$ cat src/rtl/if_prefetch_queue_if.sv
// Signal bundle between the prefetch queue, the instruction memory port and
// the decode stage. The master side is the prefetch queue itself.
interface if_prefetch_queue_if;
    logic        imem_req_o;
    logic [31:0] imem_addr_o;
    logic        imem_gnt_i;
    logic        imem_rvalid_i;
    logic [31:0] imem_rdata_i;
    logic        instr_valid_o;
    logic [31:0] instr_o;
    logic [31:0] pc_o;
    logic        instr_ready_i;

    modport master (
        output imem_req_o,
        output imem_addr_o,
        input  imem_gnt_i,
        input  imem_rvalid_i,
        input  imem_rdata_i,
        output instr_valid_o,
        output instr_o,
        output pc_o,
        input  instr_ready_i
    );

    modport slave (
        input  imem_req_o,
        input  imem_addr_o,
        output imem_gnt_i,
        output imem_rvalid_i,
        output imem_rdata_i,
        input  instr_valid_o,
        input  instr_o,
        input  pc_o,
        output instr_ready_i
    );
endinterface

$ cat src/rtl/if_prefetch_queue.sv
// Instruction prefetch queue: owns the fetch PC, keeps at most one memory
// request outstanding and buffers fetched {pc, instr} pairs for decode.
module if_prefetch_queue #(
    parameter int          DEPTH    = 4,
    parameter logic [31:0] RESET_PC = 32'h0000_0000
) (
    input  logic                   clk_i,
    input  logic                   rst_i,
    input  logic                   start_i,
    input  logic                   redirect_i,
    input  logic [31:0]            redirect_pc_i,
    if_prefetch_queue_if.master    bus,
    output logic [$clog2(DEPTH):0] count_o
);
    localparam int PW = $clog2(DEPTH);
    localparam logic [PW+1:0] DEPTH_W = (PW+2)'(DEPTH);

    logic [31:0]   fpc;
    logic [31:0]   pend_pc;
    logic          pend;
    logic          drop;
    logic [PW-1:0] rd_ptr;
    logic [PW-1:0] wr_ptr;
    logic [PW:0]   count;
    logic [31:0]   pc_mem    [DEPTH];
    logic [31:0]   instr_mem [DEPTH];

    logic          resp;
    logic          req;
    logic          grant;
    logic          push;
    logic          pop;
    logic          head_valid;
    logic [PW+1:0] reserved;

    // The outstanding response already owns a slot, so a push can never
    // land on a full queue; a pop in the same cycle is deliberately not credited.
    always_comb begin
        reserved   = {1'b0, count} + {{(PW+1){1'b0}}, pend};
        resp       = pend & bus.imem_rvalid_i;
        req        = rst_i & start_i & ~redirect_i
                   & (~pend | bus.imem_rvalid_i) & (reserved < DEPTH_W);
        grant      = req & bus.imem_gnt_i;
        head_valid = (count != '0);
        pop        = head_valid & bus.instr_ready_i;
        push       = resp & ~drop & ~redirect_i;
    end

    assign bus.imem_req_o    = req;
    assign bus.imem_addr_o   = fpc;
    assign bus.instr_valid_o = head_valid;
    assign bus.instr_o       = head_valid ? instr_mem[rd_ptr] : 32'h0;
    assign bus.pc_o          = head_valid ? pc_mem[rd_ptr] : 32'h0;
    assign count_o           = count;

    // Redirect wins over fetch and push; a response still in flight at that
    // moment is marked for discard so stale code never enters the queue.
    always_ff @(posedge clk_i or negedge rst_i) begin
        if (!rst_i) begin
            fpc     <= RESET_PC;
            pend_pc <= 32'h0;
            pend    <= 1'b0;
            drop    <= 1'b0;
            rd_ptr  <= '0;
            wr_ptr  <= '0;
            count   <= '0;
        end else if (redirect_i) begin
            fpc    <= redirect_pc_i & ~32'h3;
            rd_ptr <= '0;
            wr_ptr <= '0;
            count  <= '0;
            pend   <= pend & ~bus.imem_rvalid_i;
            drop   <= pend & ~bus.imem_rvalid_i;
        end else begin
            if (grant) begin
                pend    <= 1'b1;
                pend_pc <= fpc;
                fpc     <= fpc + 32'd4;
            end else if (resp) begin
                pend <= 1'b0;
            end
            if (resp && drop) begin
                drop <= 1'b0;
            end
            if (push) begin
                wr_ptr <= wr_ptr + PW'(1);
            end
            if (pop) begin
                rd_ptr <= rd_ptr + PW'(1);
            end
            case ({push, pop})
                2'b10:   count <= count + (PW+1)'(1);
                2'b01:   count <= count - (PW+1)'(1);
                default: count <= count;
            endcase
        end
    end

    // Queue storage needs no reset; the count alone decides what is valid.
    always_ff @(posedge clk_i) begin
        if (push) begin
            pc_mem[wr_ptr]    <= pend_pc;
            instr_mem[wr_ptr] <= bus.imem_rdata_i;
        end
    end
endmodule

$ cat src/flat_wrapper.sv
// flat-port wrapper written by rule: the top's interface ports become plain ports
module if_prefetch_queue_flat 
#(
    parameter int          DEPTH    = 4,
    parameter logic [31:0] RESET_PC = 32'h0000_0000
)
  (clk_i, rst_i, start_i, redirect_i, redirect_pc_i, count_o, bus_imem_req_o, bus_imem_addr_o, bus_imem_gnt_i, bus_imem_rvalid_i, bus_imem_rdata_i, bus_instr_valid_o, bus_instr_o, bus_pc_o, bus_instr_ready_i);
  if_prefetch_queue_if bus_i ();
  input  logic clk_i;
  input  logic rst_i;
  input  logic start_i;
  input  logic redirect_i;
  input  logic [31:0] redirect_pc_i;
  output logic [$clog2(DEPTH):0] count_o;
  output wire logic [$bits(bus_i.imem_req_o)-1:0] bus_imem_req_o;
  output wire logic [$bits(bus_i.imem_addr_o)-1:0] bus_imem_addr_o;
  input wire logic [$bits(bus_i.imem_gnt_i)-1:0] bus_imem_gnt_i;
  input wire logic [$bits(bus_i.imem_rvalid_i)-1:0] bus_imem_rvalid_i;
  input wire logic [$bits(bus_i.imem_rdata_i)-1:0] bus_imem_rdata_i;
  output wire logic [$bits(bus_i.instr_valid_o)-1:0] bus_instr_valid_o;
  output wire logic [$bits(bus_i.instr_o)-1:0] bus_instr_o;
  output wire logic [$bits(bus_i.pc_o)-1:0] bus_pc_o;
  input wire logic [$bits(bus_i.instr_ready_i)-1:0] bus_instr_ready_i;
  assign bus_imem_req_o = bus_i.imem_req_o;
  assign bus_imem_addr_o = bus_i.imem_addr_o;
  assign bus_i.imem_gnt_i = bus_imem_gnt_i;
  assign bus_i.imem_rvalid_i = bus_imem_rvalid_i;
  assign bus_i.imem_rdata_i = bus_imem_rdata_i;
  assign bus_instr_valid_o = bus_i.instr_valid_o;
  assign bus_instr_o = bus_i.instr_o;
  assign bus_pc_o = bus_i.pc_o;
  assign bus_i.instr_ready_i = bus_instr_ready_i;
  if_prefetch_queue #(.DEPTH(DEPTH), .RESET_PC(RESET_PC)) u_core (.clk_i(clk_i), .rst_i(rst_i), .start_i(start_i), .redirect_i(redirect_i), .redirect_pc_i(redirect_pc_i), .bus(bus_i), .count_o(count_o));
endmodule
$ cat config.mk
export PLATFORM = sky130hd
export DESIGN_NAME = if_prefetch_queue_flat
export DESIGN_NICKNAME = d
export VERILOG_FILES = /design/src/rtl/if_prefetch_queue_if.sv /design/src/rtl/if_prefetch_queue.sv /design/src/flat_wrapper.sv
export SDC_FILE = /design/constraint.sdc
export NUM_CORES = 1
export LEC_CHECK = 0
export BUFFER_PORTS_ARGS = -buffer_cell sky130_fd_sc_hd__buf_2
export CAP_MARGIN = 20
export CORE_ASPECT_RATIO = 1.1
export CORE_MARGIN = 2
export CORE_UTILIZATION = 62
export DETAILED_ROUTE_END_ITERATION = 8
export HOLD_SLACK_MARGIN = 0.05
export PLACE_DENSITY = 0.95
export SLEW_MARGIN = 20
export SYNTH_ARGS = -nofsm -noshare
export SYNTH_HDL_FRONTEND = slang
export SYNTH_SLANG_ARGS = --single-unit
$ cat constraint.sdc
create_clock -name clk_i -period 5.7 [get_ports clk_i]
set_clock_uncertainty 0.05 [all_clocks]
set_input_delay 1.14 -clock clk_i [delete_from_list [all_inputs] [get_ports clk_i]]
set_output_delay 1.14 -clock clk_i [all_outputs]
set_load 0.02 [all_outputs]
Yosys cells after proc, flatten, opt, wreduce, memory -nomap -nowiden:

Memories as Yosys holds them, arrays and structs flattened.
Cells that the tools add are included.

* multiplexer cells: 17
* reductions and logical operators: 9
* $add $sub $neg: 6
* equal/unequal tests: 2
* magnitude comparators: 1
* bitwise logic cells: 15

Operator list (number)
* $mux W32: 4
* $add A32 B3 Y32 const B: 1
* $and A1 B1 Y1: 10
* $reduce_bool A3 Y1: 3
* $mux W2: 4
* $reduce_bool A2 Y1: 4
* $mux W1: 7
* $pmux W3 S2: 1
* $add A2 B1 Y2 const B: 2
* $add A3 B1 Y4: 1
* $lt A4 B3 Y1 const B: 1
* $not A1 Y1: 4
* $add A3 B1 Y3 const B: 1
* $mux W3: 1
* $sub A3 B1 Y3 const B: 1
* $eq A2 B1 Y1 const B: 1
* $eq A2 B2 Y1 const B: 1
* $reduce_and A2 Y1: 1
* $logic_and A1 B1 Y1: 1
* $or A1 B1 Y1: 1

* word-level logic and storage cells: 59
* output and inout port bits: 101
* memories kept: 2
* bits in writable memories: 256
* input port bits: 71
* flip-flop bits (word level): 73

Memory list
* u_core.instr_mem: words 4, width 32, read ports 1, clocked after memory_dff 0, wr ports 1, line if_prefetch_queue.sv:26 `logic [31:0] instr_mem [DEPTH];`
* u_core.pc_mem: words 4, width 32, read ports 1, clocked after memory_dff 0, wr ports 1, line if_prefetch_queue.sv:25 `logic [31:0] pc_mem [DEPTH];`

Depth between registers and ports, before layout:

* depth in word-level cells: 7
* mapped depth: 9
* mapped depth without buffers: 8

Least setup slack after synthesis:

Ideal clock, no wire load.

* path kind: input-to-reg
* start: input bus_imem_rvalid_i
* end: memory u_core.instr_mem[0][0], enable pin
* setup slack: 2.129 ns
* buffers on the path: 0
* data required time: 5.223 ns
* arrival: 3.095 ns
* library setup time: 0.427 ns
* stages on the path: 3
* cell sequence: nand3b_1 -> nor2_1 -> and2_1

* word-level cells in the longest chain between the ends: 5

RTL lines
* from (decl): line flat_wrapper.sv:18 `input wire logic [$bits(bus_i.imem_rvalid_i)-1:0] bus_imem_rvalid_i;`
* $and A1 B1 Y1: line if_prefetch_queue.sv:40 `resp = pend & bus.imem_rvalid_i;`
* $and A1 B1 Y1 (2 in a row): line if_prefetch_queue.sv:46 `push = resp & ~drop & ~redirect_i;`
* $mux W1: line if_prefetch_queue.sv:101 `if (push) begin`
* $mux W1 (implied by the code): line if_prefetch_queue.sv:103 `instr_mem[wr_ptr] <= bus.imem_rdata_i;`
* to (decl): line if_prefetch_queue.sv:26

Every way passes these cells.

Final worst setup path:

* start: register u_core.rd_ptr[0]
* end: output bus_pc_o[9]

* word-level cells in the longest chain between the ends: 2

RTL lines
* from (decl): line if_prefetch_queue.sv:22 `logic [PW-1:0] rd_ptr;`
* from (signal assigned): line if_prefetch_queue.sv:89 `rd_ptr <= rd_ptr + PW'(1);`
* $mem_v2 Z4 W32
* $mux W32: line if_prefetch_queue.sv:53 `assign bus.pc_o = head_valid ? pc_mem[rd_ptr] : 32'h0;`
* to (decl): line flat_wrapper.sv:22 `output wire logic [$bits(bus_i.pc_o)-1:0] bus_pc_o;`

Every way passes these cells.

==> run_results.csv <==
group,metric,value,unit
floorplanning,die_h,155,um
cts,htree_levels,1,
hold_path,worst_hold_path.endpoint,"u_core.pc_mem[0][30]",
job,maxCapViolCount,0,
cts,clkSinkCount,317,
final_layout,layout-drive-gt1-share,30.5,%
final_layout,fin_nets,1032,
pwr,pwr-share-seq,44.3,%
grt,grt_max_degree,70,
detailed_routing,avgRoutedWirePerCell,21.7,um
yosys,synth_area_leaders,"edfxtp_1, dfrtp_1, mux4_2",
cts,clock_path_buffers,3,
cts,cts.hold.buffers_added,0,
grt,overflow,0,
floorplanning,start_util,62.8,%
worst_setup_path,slowest_stage,"dfrtp_4",
detailed_routing,first_pass_iters,6,
hold_path,hold_depth,0,
detailed_routing,drt_iter0_markers,829,
grt,antenna_found_initial,0,
outcome,status,"complete, no violations",
floorplanning,core,0.0204,mm^2
final_layout,syn2layout_area_growth,16.6,%
yosys,synthTopCellsByCount,"edfxtp_1, nand2_1, dfrtp_1",
pwr,ir_drop,0.285,mV
timing,worst_pin_slew,1.06,ns
worst_setup_path,critPathKind,"reg -> out",
cts,cts_tree,"yes",
yosys,async_flop_share,21.8,%
detailed_routing,vias,7562,
pwr,p_leak,0.00563,uW
timing,fin_ws,1.70,ns
worst_setup_path,critPathRequiredTime,4.51,ns
yosys,ys.flop_type,"edfxtp_1",
yosys,synth_seq_cells,317,
grt,grt_pass1_wl,42.0,mm
cts,numCtsBuffers,31,
timing,clock.fmax,250,MHz
cts,clkSlewWorstSetupHoldPaths,0.06,ns
timing,finalSetupTns,0,ns
worst_setup_path,worstSetupStartpointType,"flip-flop",
floorplanning,die_w,141,um
pwr,power.density,447,mW/mm^2
worst_setup_path,reg2regPathDepth,8,
timing,finalSetupViolations,0,
pwr,p_total,6690,uW
detailed_routing,wirelength,26.8,mm
pwr,clockPowerShare,31.5,%
cts,cts_root_buf,"clkbuf_16",
yosys,yosysSeqAreaShare,71.4,%
hold_path,hold_class,"reg -> reg",
worst_setup_path,cp_max_fo,37,
pwr,switching_share,30.1,%
yosys,synthCells,791,
cts,cts.repair.resized,0,
yosys,yosys_warnings,0,
placed_design,io_buffer_count,165,
placed_design,dpl.cell_count,1178,
timing,grt_setup_unrepaired,"no",
timing,fin_crit_sh,70.1,%
yosys,yosysTopAreaCell,"edfxtp_1",
yosys,yosysUniqueCellTypes,54,
worst_setup_path,reg2reg_from,"u_core.count_o[2]",
timing,finalHoldViolations,0,
worst_setup_path,r2r_end,"u_core.count_o[2]",
worst_setup_path,r2r_slack,2.56,ns
pwr,p_int,4670,uW
yosys,synth.most_common_cell,"edfxtp_1",
timing,slew_violations,0,
detailed_routing,antenna_left,0,
timing,fin_crit,4.00,ns
floorplanning,rows,55,
floorplanning,io_pins,172,
worst_setup_path,cp_slowest_stage_delay,0.89,ns
pwr,p_comb_share,24.2,%
yosys,synth.avg_cell_area,16.2,um^2
yosys,synth-edff-count,248,
final_layout,n_antenna_cell,0,
pwr,p_sw,2010,uW
placed_design,place.gp.congestion,0.904,
yosys,netlist_area,0.0128,mm^2
yosys,yosysTopAreaCellShare,58.0,%
final_layout,nFillCells,1203,
cts,cts_setup_buffers,0,
worst_setup_path,worst_setup_path_end_kind,"primary output",
placed_design,dp_slack,2.18,ns
hold_path,hold_start,"u_core.pend_pc[30]",
final_layout,stdcell_count,1236,
floorplanning,die_area,0.0219,mm^2
detailed_routing,drc,0,
cts,clkLatencyLatePin,0.55,ns
worst_setup_path,path_cells,"buf_4 -> mux4_2 -> and2_1 -> buf_2",
grt,track_usage,24.9,%
detailed_routing,via_per_inst,6.12,
placed_design,post-dp-hpwl,15.6,mm
grt,grt_pass1_vias,7758,
timing,slew_headroom,29.4,%
worst_setup_path,arrival,2.81,ns
## flip-flops by register name, summed over array words and instances (netlist names)
name / flops
u_core.instr_mem: 128
u_core.bus.imem_addr_o: 30
u_core.rd_ptr: 2
u_core.wr_ptr: 2
u_core.pend_pc: 30
u_core.pc_mem: 120
u_core.drop: 1
u_core.count_o: 3
u_core.pend: 1
## cell type report
class	instances	area [um^2]	share of cell area, %
clock buffers	47	950	6.34
clock inverters	11	135	0.903
inverters	12	45.0	0.301
multi-input cells	421	3460	23.1
flip-flops and latches	317	9180	61.3
well taps	256	320	2.14
repair buffers	172	878	5.87
## power by group through the flow
stage | clock network, uW | registers, uW | logic [uW]
final | 2110 | 2960 | 1620
after global routing | 2240 | 3000 | 1740
after CTS | 2130 | 2960 | 1650
after detailed placement | 0 | 3010 | 1630
after global placement | 0 | 2990 | 1590
after floorplan | 0 | 2900 | 1180
## critical path: cells and delay by family (launching register included)
family        cells  cell delay, ns
flops             1            0.89
buf+inv           2            0.63
mux               1            0.56
simple gates      1            0.18
## routing by layer
layer	wire (um)	vias up	track usage, %
met5	0	-	0
met4	795	0	9.14
met3	2230	77	4.40
met2	13300	454	40.6
met1	10400	3716	34.4
li1	-	3315	-
## placed cells by master, fill, tap and decap left out, types with 6 or more instances in the layout
cell and count:
a21oi_1 7, and2_1 64, buf_2 165, buf_4 7, clkbuf_1 8, clkbuf_16 34, dfrtp_1 67, edfxtp_1 248
inv_1 12, mux4_2 62, nand2_1 110, nand3_1 20, nand4_1 10, nor2_1 26, o211ai_1 9, o21ai_0 22
o21ai_1 6, xor2_1 8
## stage by stage
stage	hold slack, ns	cell area [um^2]	utilization, %
after floorplan	0.426	12900	-
after global placement	0.439	13900	67.9
after detailed placement	0.454	13900	67.9
after CTS	0.466	15000	73.3
after global routing	0.493	15000	73.3
final	0.470	15000	73.3
## worst max-delay path by stage
| stage | start | to | slack, ns |
|---|---|---|---|
| final | u_core.rd_ptr[0] | bus_pc_o[9] | 1.70 |
| after CTS | u_core.rd_ptr[0] | bus_pc_o[9] | 1.58 |
| after global placement | u_core.rd_ptr[0] | bus_pc_o[7] | 2.17 |
| after detailed placement | u_core.rd_ptr[0] | bus_instr_o[25] | 2.18 |
| after floorplan | bus_imem_rvalid_i | u_core.instr_mem[0][0] | 2.13 |
| after global routing | u_core.rd_ptr[0] | bus_pc_o[9] | 1.46 |
## logic make-up (layout without fill, tap and decap cells)
family | Yosys count | count (layout) | synth area share (%)
buffers and inverters | 56 | 242 | 1.84
adder cells (fa/ha/maj) | 6 | 6 | 0.643
AO/OA/AOI/OAI | 71 | 71 | 3.63
flip-flops | 317 | 317 | 71.4
XOR/XNOR | 13 | 13 | 0.886
AND/OR/NAND/NOR | 260 | 260 | 10.3
multiplexers | 67 | 67 | 11.3
other | 1 | 4 | 0.0292
(Power assumes the default switching activity.)
